**config.mk**
```make
export PLATFORM = sky130hd
export DESIGN_NAME = robertson_sequencer
export DESIGN_NICKNAME = d
export VERILOG_FILES = /design/src/rtl/robertson_pkg.sv /design/src/rtl/robertson_addsub.sv /design/src/rtl/robertson_sequencer.sv
export SDC_FILE = /design/constraint.sdc
export NUM_CORES = 1
export LEC_CHECK = 0
export CORE_MARGIN = 3
export CORE_UTILIZATION = 40
export DETAILED_ROUTE_END_ITERATION = 8
export HOLD_SLACK_MARGIN = 0.1
export PLACE_DENSITY = 0.75
export SYNTH_ARGS = -nofsm -noshare
export SYNTH_HDL_FRONTEND = slang
export SYNTH_SLANG_ARGS = --single-unit
```
**constraint.sdc**
```tcl
create_clock -name clk -period 4.4 [get_ports clk]
set_input_delay 0.88 -clock clk [delete_from_list [all_inputs] [get_ports clk]]
set_output_delay 0.88 -clock clk [all_outputs]
set_load 0.01 [all_outputs]
```
**src/rtl/robertson_pkg.sv**
```systemverilog
// Shared types and constants for the Robertson signed multiplier sequencer.
package robertson_pkg;

    localparam int WIDTH_DEF = 8;

    // {A[W:0], Q[W-1:0]}: one guard bit on A keeps A +/- M from overflowing.
    function automatic int sr_w(input int w);
        return 2 * w + 1;
    endfunction

    typedef enum logic [1:0] {
        IDLE = 2'd0,
        RUN  = 2'd1,
        DONE = 2'd2
    } state_t;

endpackage

```
**src/rtl/robertson_addsub.sv**
```systemverilog
// Combinational A +/- sext(M) with enable; SR_W-bit signed result.
module robertson_addsub
    import robertson_pkg::*;
#(
    parameter int WIDTH = WIDTH_DEF,
    parameter int SR_W  = sr_w(WIDTH)
) (
    input  logic [WIDTH:0]    a,
    input  logic [WIDTH-1:0]  m,
    input  logic              en,
    input  logic              sub,
    output logic [SR_W-1:0]   sum
);

    logic [SR_W-1:0] a_x, m_x;

    assign a_x = {{(SR_W-WIDTH-1){a[WIDTH]}}, a};
    assign m_x = {{(SR_W-WIDTH){m[WIDTH-1]}}, m};

    always_comb begin
        sum = a_x;
        if (en) sum = sub ? (a_x - m_x) : (a_x + m_x);
    end

endmodule

```
**src/rtl/robertson_sequencer.sv**
```systemverilog
// Robertson multiplier sequencer: drives the external arithmetic shift register
// with {A +/- M, Q} each step and captures the 2*WIDTH-bit product.
module robertson_sequencer
    import robertson_pkg::*;
#(
    parameter int WIDTH = WIDTH_DEF,
    parameter int SR_W  = sr_w(WIDTH)
) (
    input  logic                 clk,
    input  logic                 rst_n,
    input  logic                 start,
    input  logic [WIDTH-1:0]     multiplicand,
    input  logic [WIDTH-1:0]     multiplier,
    output logic                 busy,
    output logic                 done,
    output logic [2*WIDTH-1:0]   product,
    output logic                 sr_enable,
    output logic                 sr_mode,
    output logic [SR_W-1:0]      sr_data,
    input  logic [SR_W-1:0]      sr_q
);

    localparam int CW = $clog2(WIDTH);

    state_t          state, state_nx;
    logic [CW-1:0]   cnt, cnt_nx;
    logic [WIDTH-1:0] m_reg;

    logic [WIDTH:0]   as_a;
    logic [WIDTH-1:0] as_m;
    logic             as_en, as_sub;
    logic [SR_W-1:0]  as_sum;
    logic [WIDTH-1:0] q_low;
    logic             accept;

    assign accept  = (state == IDLE) && start;
    assign busy    = (state != IDLE);
    assign sr_mode = 1'b0;

    // Step 0 reuses the adder with A = 0 so the first partial product is sext(M) or 0.
    always_comb begin
        state_nx  = state;
        cnt_nx    = cnt;
        as_a      = '0;
        as_m      = m_reg;
        as_en     = 1'b0;
        as_sub    = 1'b0;
        q_low     = '0;
        sr_enable = 1'b0;
        unique case (state)
            IDLE: begin
                if (start) begin
                    as_m      = multiplicand;
                    as_en     = multiplier[0];
                    q_low     = multiplier;
                    sr_enable = 1'b1;
                    cnt_nx    = CW'(1);
                    state_nx  = RUN;
                end
            end
            RUN: begin
                as_a      = sr_q[SR_W-1:WIDTH];
                as_en     = sr_q[0];
                as_sub    = (cnt == CW'(WIDTH-1));
                q_low     = sr_q[WIDTH-1:0];
                sr_enable = 1'b1;
                cnt_nx    = cnt + CW'(1);
                if (cnt == CW'(WIDTH-1)) state_nx = DONE;
            end
            DONE: state_nx = IDLE;
            default: state_nx = IDLE;
        endcase
        if (!rst_n) sr_enable = 1'b0;
    end

    robertson_addsub #(.WIDTH(WIDTH), .SR_W(SR_W)) u_addsub (
        .a   (as_a),
        .m   (as_m),
        .en  (as_en),
        .sub (as_sub),
        .sum (as_sum)
    );

    // The shift by WIDTH drops the sign-extension bits above A'.
    assign sr_data = sr_enable ? ((as_sum << WIDTH) | SR_W'(q_low)) : '0;

    always_ff @(posedge clk or negedge rst_n) begin
        if (!rst_n) begin
            state   <= IDLE;
            cnt     <= '0;
            m_reg   <= '0;
            done    <= 1'b0;
            product <= '0;
        end else begin
            state <= state_nx;
            cnt   <= cnt_nx;
            done  <= (state == DONE);
            if (accept)        m_reg   <= multiplicand;
            if (state == DONE) product <= sr_q[2*WIDTH-1:0];
        end
    end

endmodule

```
-- After elaboration in Yosys (flattened, before gate mapping)
Cells that the tools add are included.
- output and inout port bits: 37
- logic and storage cells: 39
- bits of input ports: 36
- bits in registers: 30
- add/subtract/negate cells: 3
- reduce and logical (&&, ||, !) cells: 6
- equality and inequality tests: 5
- muxes and demuxes: 19
- bitwise operators: 1
- operators by type and width (kind ; count):
    9-bit two-way mux ; 3
    8-bit two-way mux ; 3
    17-bit two-way mux ; 1
    17-bit by 8-bit OR with 17-bit output ; 1
    8-bit one-hot mux with 2 select lines ; 1
    9-bit by 8-bit adder with 9-bit output ; 1
    9-bit by 8-bit subtractor with 9-bit output ; 1
    3-bit one-hot mux with 2 select lines ; 1
    1-bit two-way mux ; 4
    2-bit two-way mux ; 2
    2-bit != test, second input constant ; 2
    1-bit one-hot mux with 2 select lines ; 2
    2-bit one-hot mux with 2 select lines ; 1
    2-bit AND reduction ; 2
    2-bit nonzero test ; 2
    3-bit by 1-bit adder with 3-bit output, second input constant ; 1
    3-bit == test, second input constant ; 1
    3-bit two-way mux ; 1
    2-bit by 1-bit == test with 1-bit output, second input constant ; 1
    2-bit == test, second input constant ; 1
    2-bit zero test ; 1
    1-bit logical AND ; 1

-- Logic depth before layout (Yosys ltp)
Gate-level depths: netlist of run 1.
- word-level depth: 7
- mapped depth: 14
- mapped depth without buffers: 13

-- By module
From an unflattened synthesis of run 1, not the netlist that was laid out.
- cells, all modules: 231
- area total of the unflattened synthesis: 2319.7 µm²
- modules (own cells, without submodules) (module ; sequential area each (µm²) ; times used ; area each (µm²) ; cells each):
    robertson_sequencer ; 750.7 ; 1 ; 1585.3 ; 133
    robertson_addsub ; 0.0 ; 1 ; 734.5 ; 98

-- Worst setup path before layout of run 1
OpenSTA, ideal clock, no wires.
- path type: input -> output
- from: in start
- to: out sr_data[15]
- stages: 12
- data required time: 3.520 ns
- arrival: 3.539 ns
- path slack: -0.019 ns
- cells stage by stage: nor3b_1 -> buf_2 -> mux2i_1 -> ha_1 -> a21oi_1 -> ha_1 -> nor2b_1 -> o21a_1 -> o21ai_0 -> a21oi_1 -> or3_1 -> a32o_1
- longest elaborated chain between the ends: 7
- elaborated cells between the ends (all ways): 13
- classes of those cells: add/sub: 2; mux: 10; bitwise: 1
- RTL lines (element ; line ; RTL):
    start: declaration ; robertson_sequencer.sv:11 ; input logic start,
    8-bit two-way mux ; robertson_sequencer.sv:52 ; if (start) begin
    8-bit two-way mux ; robertson_sequencer.sv:50 ; unique case (state)
    9-bit by 8-bit adder with 9-bit output or 9-bit by 8-bit subtractor with 9-bit output (tied branches) ; robertson_addsub.sv:22 ; if (en) sum = sub ? (a_x - m_x) : (a_x + m_x);
    9-bit two-way mux (2 in a row) ; robertson_addsub.sv:22 ;
    17-bit by 8-bit OR with 17-bit output ; robertson_sequencer.sv:85 ; assign sr_data = sr_enable ? ((as_sum << WIDTH) | SR_W'(q_low)) : '0;
    17-bit two-way mux (*) ; robertson_sequencer.sv:85 ;
    end: declaration ; robertson_sequencer.sv:19 ; output logic [SR_W-1:0] sr_data,
Mark *: on every way between the ends. The rest lies on a longest branch, timed or not.

-- Final worst setup path of run 1
- from: in start
- to: out sr_data[16]
The elaborated chain is that of the path after synthesis.

==> results.py, run 1 <==
metrics = {
    "global_routing": {
        "grt_overflow": 0,
        "grt_pass1_wl_um": 10600,
        "grt_pass1_vias": 2323,
        "track_usage_pct": 21.8,
        "antenna_found_initial": 0,
        "grt_max_degree": 32,
    },
    "setup_path": {
        "criticalPathCategory": "in2out",
        "reg2reg_slack_ns": 2.59,
        "end_kind": "primary output",
        "path_cells": "buf_6, or3b_4, or4_4, o22ai_2, a21oi_2, xnor2_1, ha_1, buf_6, o21a_1, o31ai_2, mux4_2, o211ai_1, buf_2",
        "cp.depth": 13,
        "max_stage_delay_ns": 0.51,
        "critPathMaxFanout": 3,
        "crit_buf_inv": 3,
        "arrival_ns": 3.66,
        "cpMostUsedCell": "buf_6",
        "critPathTopFamily": "simple AND/OR/NAND/NOR gates",
        "critPathLaunchType": "input pin",
        "cp_slowest_cell": "or4_4",
        "crit_start": "start",
        "timing.rr.end": "product[2]",
        "crit_required_ns": 3.52,
        "rr_worst_depth": 4,
        "rr_startpoint": "state[0]",
    },
    "yosys": {
        "synth_fp_nets": 280,
        "async_flop_share_pct": 100,
        "synth_edf_count": 0,
        "yosysTopAreaCellShare_pct": 35.8,
        "synth.area.mux_share_pct": 13.0,
        "yosys.area_share.adder_pct": 7.51,
        "synth_xor_area_share_pct": 3.34,
        "syn_inst": 232,
        "synth_compound_area_share_pct": 16.3,
        "yosysWarnings": 0,
        "synth_top_cell_by_area": "dfrtp_1",
        "synth_flop_cell": "dfrtp_1",
        "syn_area_um2": 2100,
        "yosysUniqueCellTypes": 49,
        "syn_avg_cell_area_um2": 9.05,
        "synth_top_family_by_area": "simple AND/OR/NAND/NOR gates",
        "ys_top_cells_by_area": "dfrtp_1, mux2_2, ha_1, nand2_1, nor2_1",
        "synth.ff_latch_count": 30,
        "synthSimpleGateAreaFrac_pct": 19.0,
        "ys_seq_area_share_pct": 35.8,
    },
    "detailed_routing": {
        "via_per_inst": 5.36,
        "drt_first_pass_iters": 4,
        "wl_um": 6470,
        "routedWlPerCell_um": 15.4,
        "drc": 0,
        "via_count": 2253,
        "dr.first_iter.drc_count": 81,
        "ant_nets": 0,
    },
    "sta": {
        "fin_ws_ns": -0.143,
        "skew_ns": 0.00896,
        "tns_ns": -0.196,
        "min_period_over_period_pct": 103,
        "finalCriticalPeriod_ns": 4.54,
        "setup_viol": 2,
        "finalMaxSlewViolations": 0,
        "fmax_mhz": 220,
        "slew_headroom_pct": 49.8,
        "hold_violations": 0,
        "worst_pin_slew_ns": 0.752,
        "rsz0062_at_grt": "true",
        "whs_ns": 0.485,
    },
    "power": {
        "pwr-share-clk_pct": 8.5,
        "sequentialPowerShare_pct": 18.2,
        "switching_share_pct": 39.9,
        "internal-power_w": 0.00169,
        "power_leakage_nw": 1.60,
        "p_per_area_nw_per_um2": 809,
        "share_comb_of_total_power_pct": 73.3,
        "switchingPower_w": 0.00112,
        "peakVddDrop_mv": 0.386,
    },
    "floorplan": {
        "io_pins": 73,
        "dieArea_um2": 6150,
        "initial_core_util_pct": 42.8,
        "row_count": 25,
        "die_w_um": 78.5,
        "core_area_um2": 4910,
        "die_y_um": 78.5,
    },
    "min_path": {
        "hold_path_end": "cnt[0]",
        "min_from": "cnt[0]",
        "hp-class": "reg2reg",
        "hold_depth": 1,
    },
    "placement": {
        "io_buffers": 71,
        "hpwl_um": 4930,
        "dpl_cell_area_um2": 3220,
        "gp_congestion": 0.925,
    },
    "clock_network": {
        "clock_latency_ns": 0.28,
        "clock_sinks": 30,
        "postCtsHoldBufs": 0,
        "cts_buffers": 5,
        "cts_root_buffer": "clkbuf_8",
        "clk_pin_slew_ns": 0.07,
        "cts_max_level": 2,
        "ctsLongestPathBuffers": 2,
        "cts_tree": "done",
    },
    "layout": {
        "area_delta_synth_final_pct": 65.4,
        "diodes": 0,
        "finalCoreUtilization_pct": 70.7,
        "largest_register_ffs": 16,
        "finish.instance_area_um2": 3470,
        "drive_gt1_share_pct": 29.2,
        "nNetsFinal": 400,
    },
    "job": {
        "drv_cap": 0,
    },
    "status": {
        "status": "finished, violations left",
        "violations": "setup timing",
    },
}
-- how the worst max path moves through the flow --
stage	to	slack [ns]
2_1_floorplan	sr_data[15]	0.03
3_3_place_gp	sr_data[15]	-0.88
3_5_place_dp	sr_data[16]	-1.03
4_1_cts	sr_data[16]	-0.18
5_1_grt	sr_data[16]	-0.26
6_report	sr_data[16]	-0.14
-- power groups by stage --
| stage | combinational [W] | clock [W] | sequential, W |
|---|---|---|---|
| 3_3_place_gp | 0.00178 | 0 | 0.000494 |
| 3_5_place_dp | 0.00182 | 0 | 0.000500 |
| 6_report | 0.00206 | 0.000238 | 0.000512 |
| 4_1_cts | 0.00198 | 0.000245 | 0.000507 |
| 5_1_grt | 0.00222 | 0.000259 | 0.000531 |
| 2_1_floorplan | 0.000945 | 0 | 0.000521 |
-- stage by stage --
step                      power, W  cells  setup slack [ns]
final                      0.00281    420            -0.143
after global routing       0.00301    420            -0.260
after CTS                  0.00273    419            -0.176
after detailed placement   0.00232    407             -1.03
after global placement     0.00228    407            -0.879
after floorplan            0.00147    232            0.0313
-- cell type report --
type | count | area, um^2
Multi-Input combinational cell | 177 | 1370
Timing Repair Buffer | 123 | 1120
Clock buffer | 6 | 82.6
Sequential cell | 30 | 751
Fill cell | 384 | 1440
Clock inverter | 2 | 12.5
Inverter | 15 | 56.3
Tap cell | 67 | 83.8
-- routing by layer --
metal,global-route usage (%),vias to the layer above,wire (um)
met5,0,-,0
met2,35.2,93,3140
met4,11.0,0,170
li1,-,1064,-
met3,6.65,16,466
met1,26.3,1080,2690
-- Yosys cell counts (2+ instances only) --
library cell / count
o22ai_1: 2
nor2b_1: 2
nand2_1: 26
ha_1: 11
and2_1: 2
o21a_1: 4
or3_1: 2
a211oi_1: 2
inv_1: 15
mux2i_1: 7
a21oi_1: 7
o211ai_1: 2
a22oi_1: 9
a31oi_1: 2
and3_1: 8
or2_2: 3
o21ai_0: 11
xor2_1: 2
buf_4: 2
clkbuf_1: 6
nor3_1: 6
nand3_1: 5
nor2_1: 19
dfrtp_1: 30
xnor2_1: 6
mux2_2: 16
a32o_1: 2
a22o_1: 2
-- timing repair --
item,in CTS,in global routing
pin swaps,13,11
setup endpoints to repair,8,6
buffers inserted,5,1
gates resized for setup,44,11
-- cells by family (layout without fill, tap and decap cells) --
group | Yosys count | in the layout
simple gates | 82 | 82
compound gates | 50 | 50
flops | 30 | 30
buf+inv | 25 | 146
mux | 24 | 24
fa+ha+maj | 12 | 12
xor+xnor | 8 | 8
other cells | 1 | 1
-- layout by cell type (no fill, tap or decap), drive strengths merged, types with 6 or more instances in the layout --
| master | instances |
|---|---|
| clkdlybuf4s50 | 59 |
| buf | 56 |
| dfrtp | 30 |
| nand2 | 26 |
| nor2 | 19 |
| mux2 | 16 |
| inv | 15 |
| o21ai | 12 |
| ha | 11 |
| a22oi | 9 |
| and3 | 8 |
| a21oi | 7 |
| mux2i | 7 |
| nor3 | 6 |
| clkbuf | 6 |
| xnor2 | 6 |
No activity file was read; power rests on OpenSTA's default activity.
==> run 2: changes to the inputs <==
CORE_UTILIZATION = 30   (was 40)
PLACE_DENSITY = default   (was 0.75)
==> run 2 against run 1 <==
Against the previous run:
- global-route usage decreased by 3.6 points
- the flow still finishes with violations (setup timing)
- sequential power about the same
- die area up 31%
- cell area grew 1.7%
- worst hold slack gained 0.011 ns
- largest cell class unchanged
- worst setup slack gained 0.0025 ns
- clock power rose by 22%
- clock-buffer cell count did not move
- maximum frequency hardly changed
==> results.py, run 2 (synthesis results as in run 1) <==
metrics = {
    "global_routing": {
        "grt_max_degree": 32,
        "grt_pass1_vias": 2386,
        "antenna_found_initial": 0,
        "grt_overflow": 0,
        "grt_pass1_wl_um": 11200,
        "track_usage_pct": 18.3,
    },
    "setup_path": {
        "path_cells": "buf_8, nor3b_4, buf_12, mux2i_4, buf_4, inv_1, ha_1, inv_1, fa_2, a211oi_2, nor2_2, o21a_1, o31ai_2, mux4_2, o211ai_1, buf_2",
        "reg2reg_slack_ns": 2.51,
        "end_kind": "primary output",
        "max_stage_delay_ns": 0.38,
        "cpMostUsedCell": "inv_1",
        "criticalPathCategory": "in2out",
        "arrival_ns": 3.66,
        "rr_worst_depth": 4,
        "cp_slowest_cell": "fa_2",
        "crit_buf_inv": 6,
        "timing.rr.end": "product[11]",
        "critPathMaxFanout": 5,
        "crit_required_ns": 3.52,
        "critPathLaunchType": "input pin",
        "rr_startpoint": "state[0]",
        "critPathTopFamily": "compound AO/OA/AOI/OAI gates",
    },
    "sta": {
        "skew_ns": 0.00249,
        "rsz0062_at_grt": "true",
        "finalMaxSlewViolations": 0,
        "setup_viol": 3,
        "min_period_over_period_pct": 103,
        "fin_ws_ns": -0.141,
        "hold_violations": 0,
        "worst_pin_slew_ns": 0.783,
        "finalCriticalPeriod_ns": 4.54,
        "slew_headroom_pct": 47.6,
        "whs_ns": 0.497,
        "tns_ns": -0.242,
        "fmax_mhz": 220,
    },
    "floorplan": {
        "die_y_um": 89.7,
        "initial_core_util_pct": 32.0,
        "row_count": 29,
        "io_pins": 73,
        "core_area_um2": 6570,
        "die_w_um": 89.7,
        "dieArea_um2": 8040,
    },
    "clock_network": {
        "cts_max_level": 2,
        "clk_pin_slew_ns": 0.06,
        "ctsLongestPathBuffers": 2,
        "cts_root_buffer": "clkbuf_8",
        "cts_tree": "done",
        "clock_sinks": 30,
        "cts_buffers": 5,
        "clock_latency_ns": 0.28,
    },
    "layout": {
        "diodes": 0,
        "nNetsFinal": 406,
        "area_delta_synth_final_pct": 68.2,
        "finalCoreUtilization_pct": 53.8,
        "fillers": 609,
        "most-common-layout-cells": "clkdlybuf4s50_1, buf_4, dfrtp_1, nand2_1, nor2_1",
        "largest_register_ffs": 16,
        "drive_gt1_share_pct": 30.7,
        "multiInputGateArea_um2": 1350,
        "final_common_cell": "clkdlybuf4s50_1",
        "seqCellArea_um2": 751,
    },
    "detailed_routing": {
        "wl_um": 6830,
        "drt_first_pass_iters": 4,
        "dr.first_iter.drc_count": 118,
        "ant_nets": 0,
        "drc": 0,
        "via_count": 2257,
        "routedWlPerCell_um": 15.1,
        "via_per_inst": 5.00,
    },
    "power": {
        "sequentialPowerShare_pct": 17.5,
        "pwr-share-clk_pct": 10.0,
        "switching_share_pct": 39.3,
        "power_leakage_nw": 1.61,
        "share_comb_of_total_power_pct": 72.6,
        "finalPower_w": 0.00292,
        "p_per_area_nw_per_um2": 827,
        "internal-power_w": 0.00177,
        "peakVddDrop_mv": 0.344,
        "switchingPower_w": 0.00115,
    },
    "placement": {
        "gp_congestion": 0.925,
        "hpwl_um": 5260,
        "io_buffers": 71,
        "place_ws_ns": -1.03,
    },
    "job": {
        "drv_cap": 0,
    },
    "min_path": {
        "hold_path_end": "cnt[0]",
        "hp-class": "reg2reg",
        "hold_depth": 1,
        "min_from": "cnt[0]",
    },
    "status": {
        "violations": "setup timing",
        "status": "finished, violations left",
    },
}
-- run 2: layout make-up --
cell class | count | share of cell area (%)
Tap cell | 93 | 3.30
Multi-Input combinational cell | 177 | 38.3
Timing Repair Buffer | 129 | 32.3
Inverter | 15 | 1.59
Sequential cell | 30 | 21.3
Clock buffer | 6 | 2.34
Clock inverter | 1 | 0.850
-- run 2: what timing repair did --
| item | CTS | global route |
|---|---|---|
| pin swaps | 12 | 12 |
| setup endpoints to repair | 8 | 7 |
| gates resized for setup | 46 | 16 |
| gates cloned | 0 | 0 |
| hold buffers | 0 | 0 |
| buffers inserted | 7 | 6 |
-- run 2: worst max path at each step --
stage	depth (start not counted)	from	endpoint
2_1_floorplan	12	start	sr_data[15]
3_3_place_gp	15	start	sr_data[13]
3_5_place_dp	15	start	sr_data[16]
4_1_cts	15	start	sr_data[16]
5_1_grt	16	start	sr_data[16]
6_report	16	start	sr_data[16]
-- run 2: layer usage --
metal	GRT usage, %	vias to the layer above	share of wire, %
met1	22.2	1091	43
met2	30.5	80	49
met3	7.21	6	7.5
li1	-	1080	-
met5	0	-	0
met4	4.19	0	0.83
-- run 2: stage by stage --
step	cell area (um^2)	instances
after global routing	3530	451
final	3530	451
after detailed placement	3260	435
after floorplan	2100	232
after global placement	3260	435
after CTS	3460	448
-- run 2: power groups by stage --
stage               clock [W]  combinational [W]  sequential, W
floorplan                   0           0.000945       0.000521
global placement            0            0.00182       0.000497
detailed placement          0            0.00185       0.000505
CTS                  0.000298            0.00201       0.000507
global route         0.000313            0.00232       0.000527
finish               0.000291            0.00212       0.000510
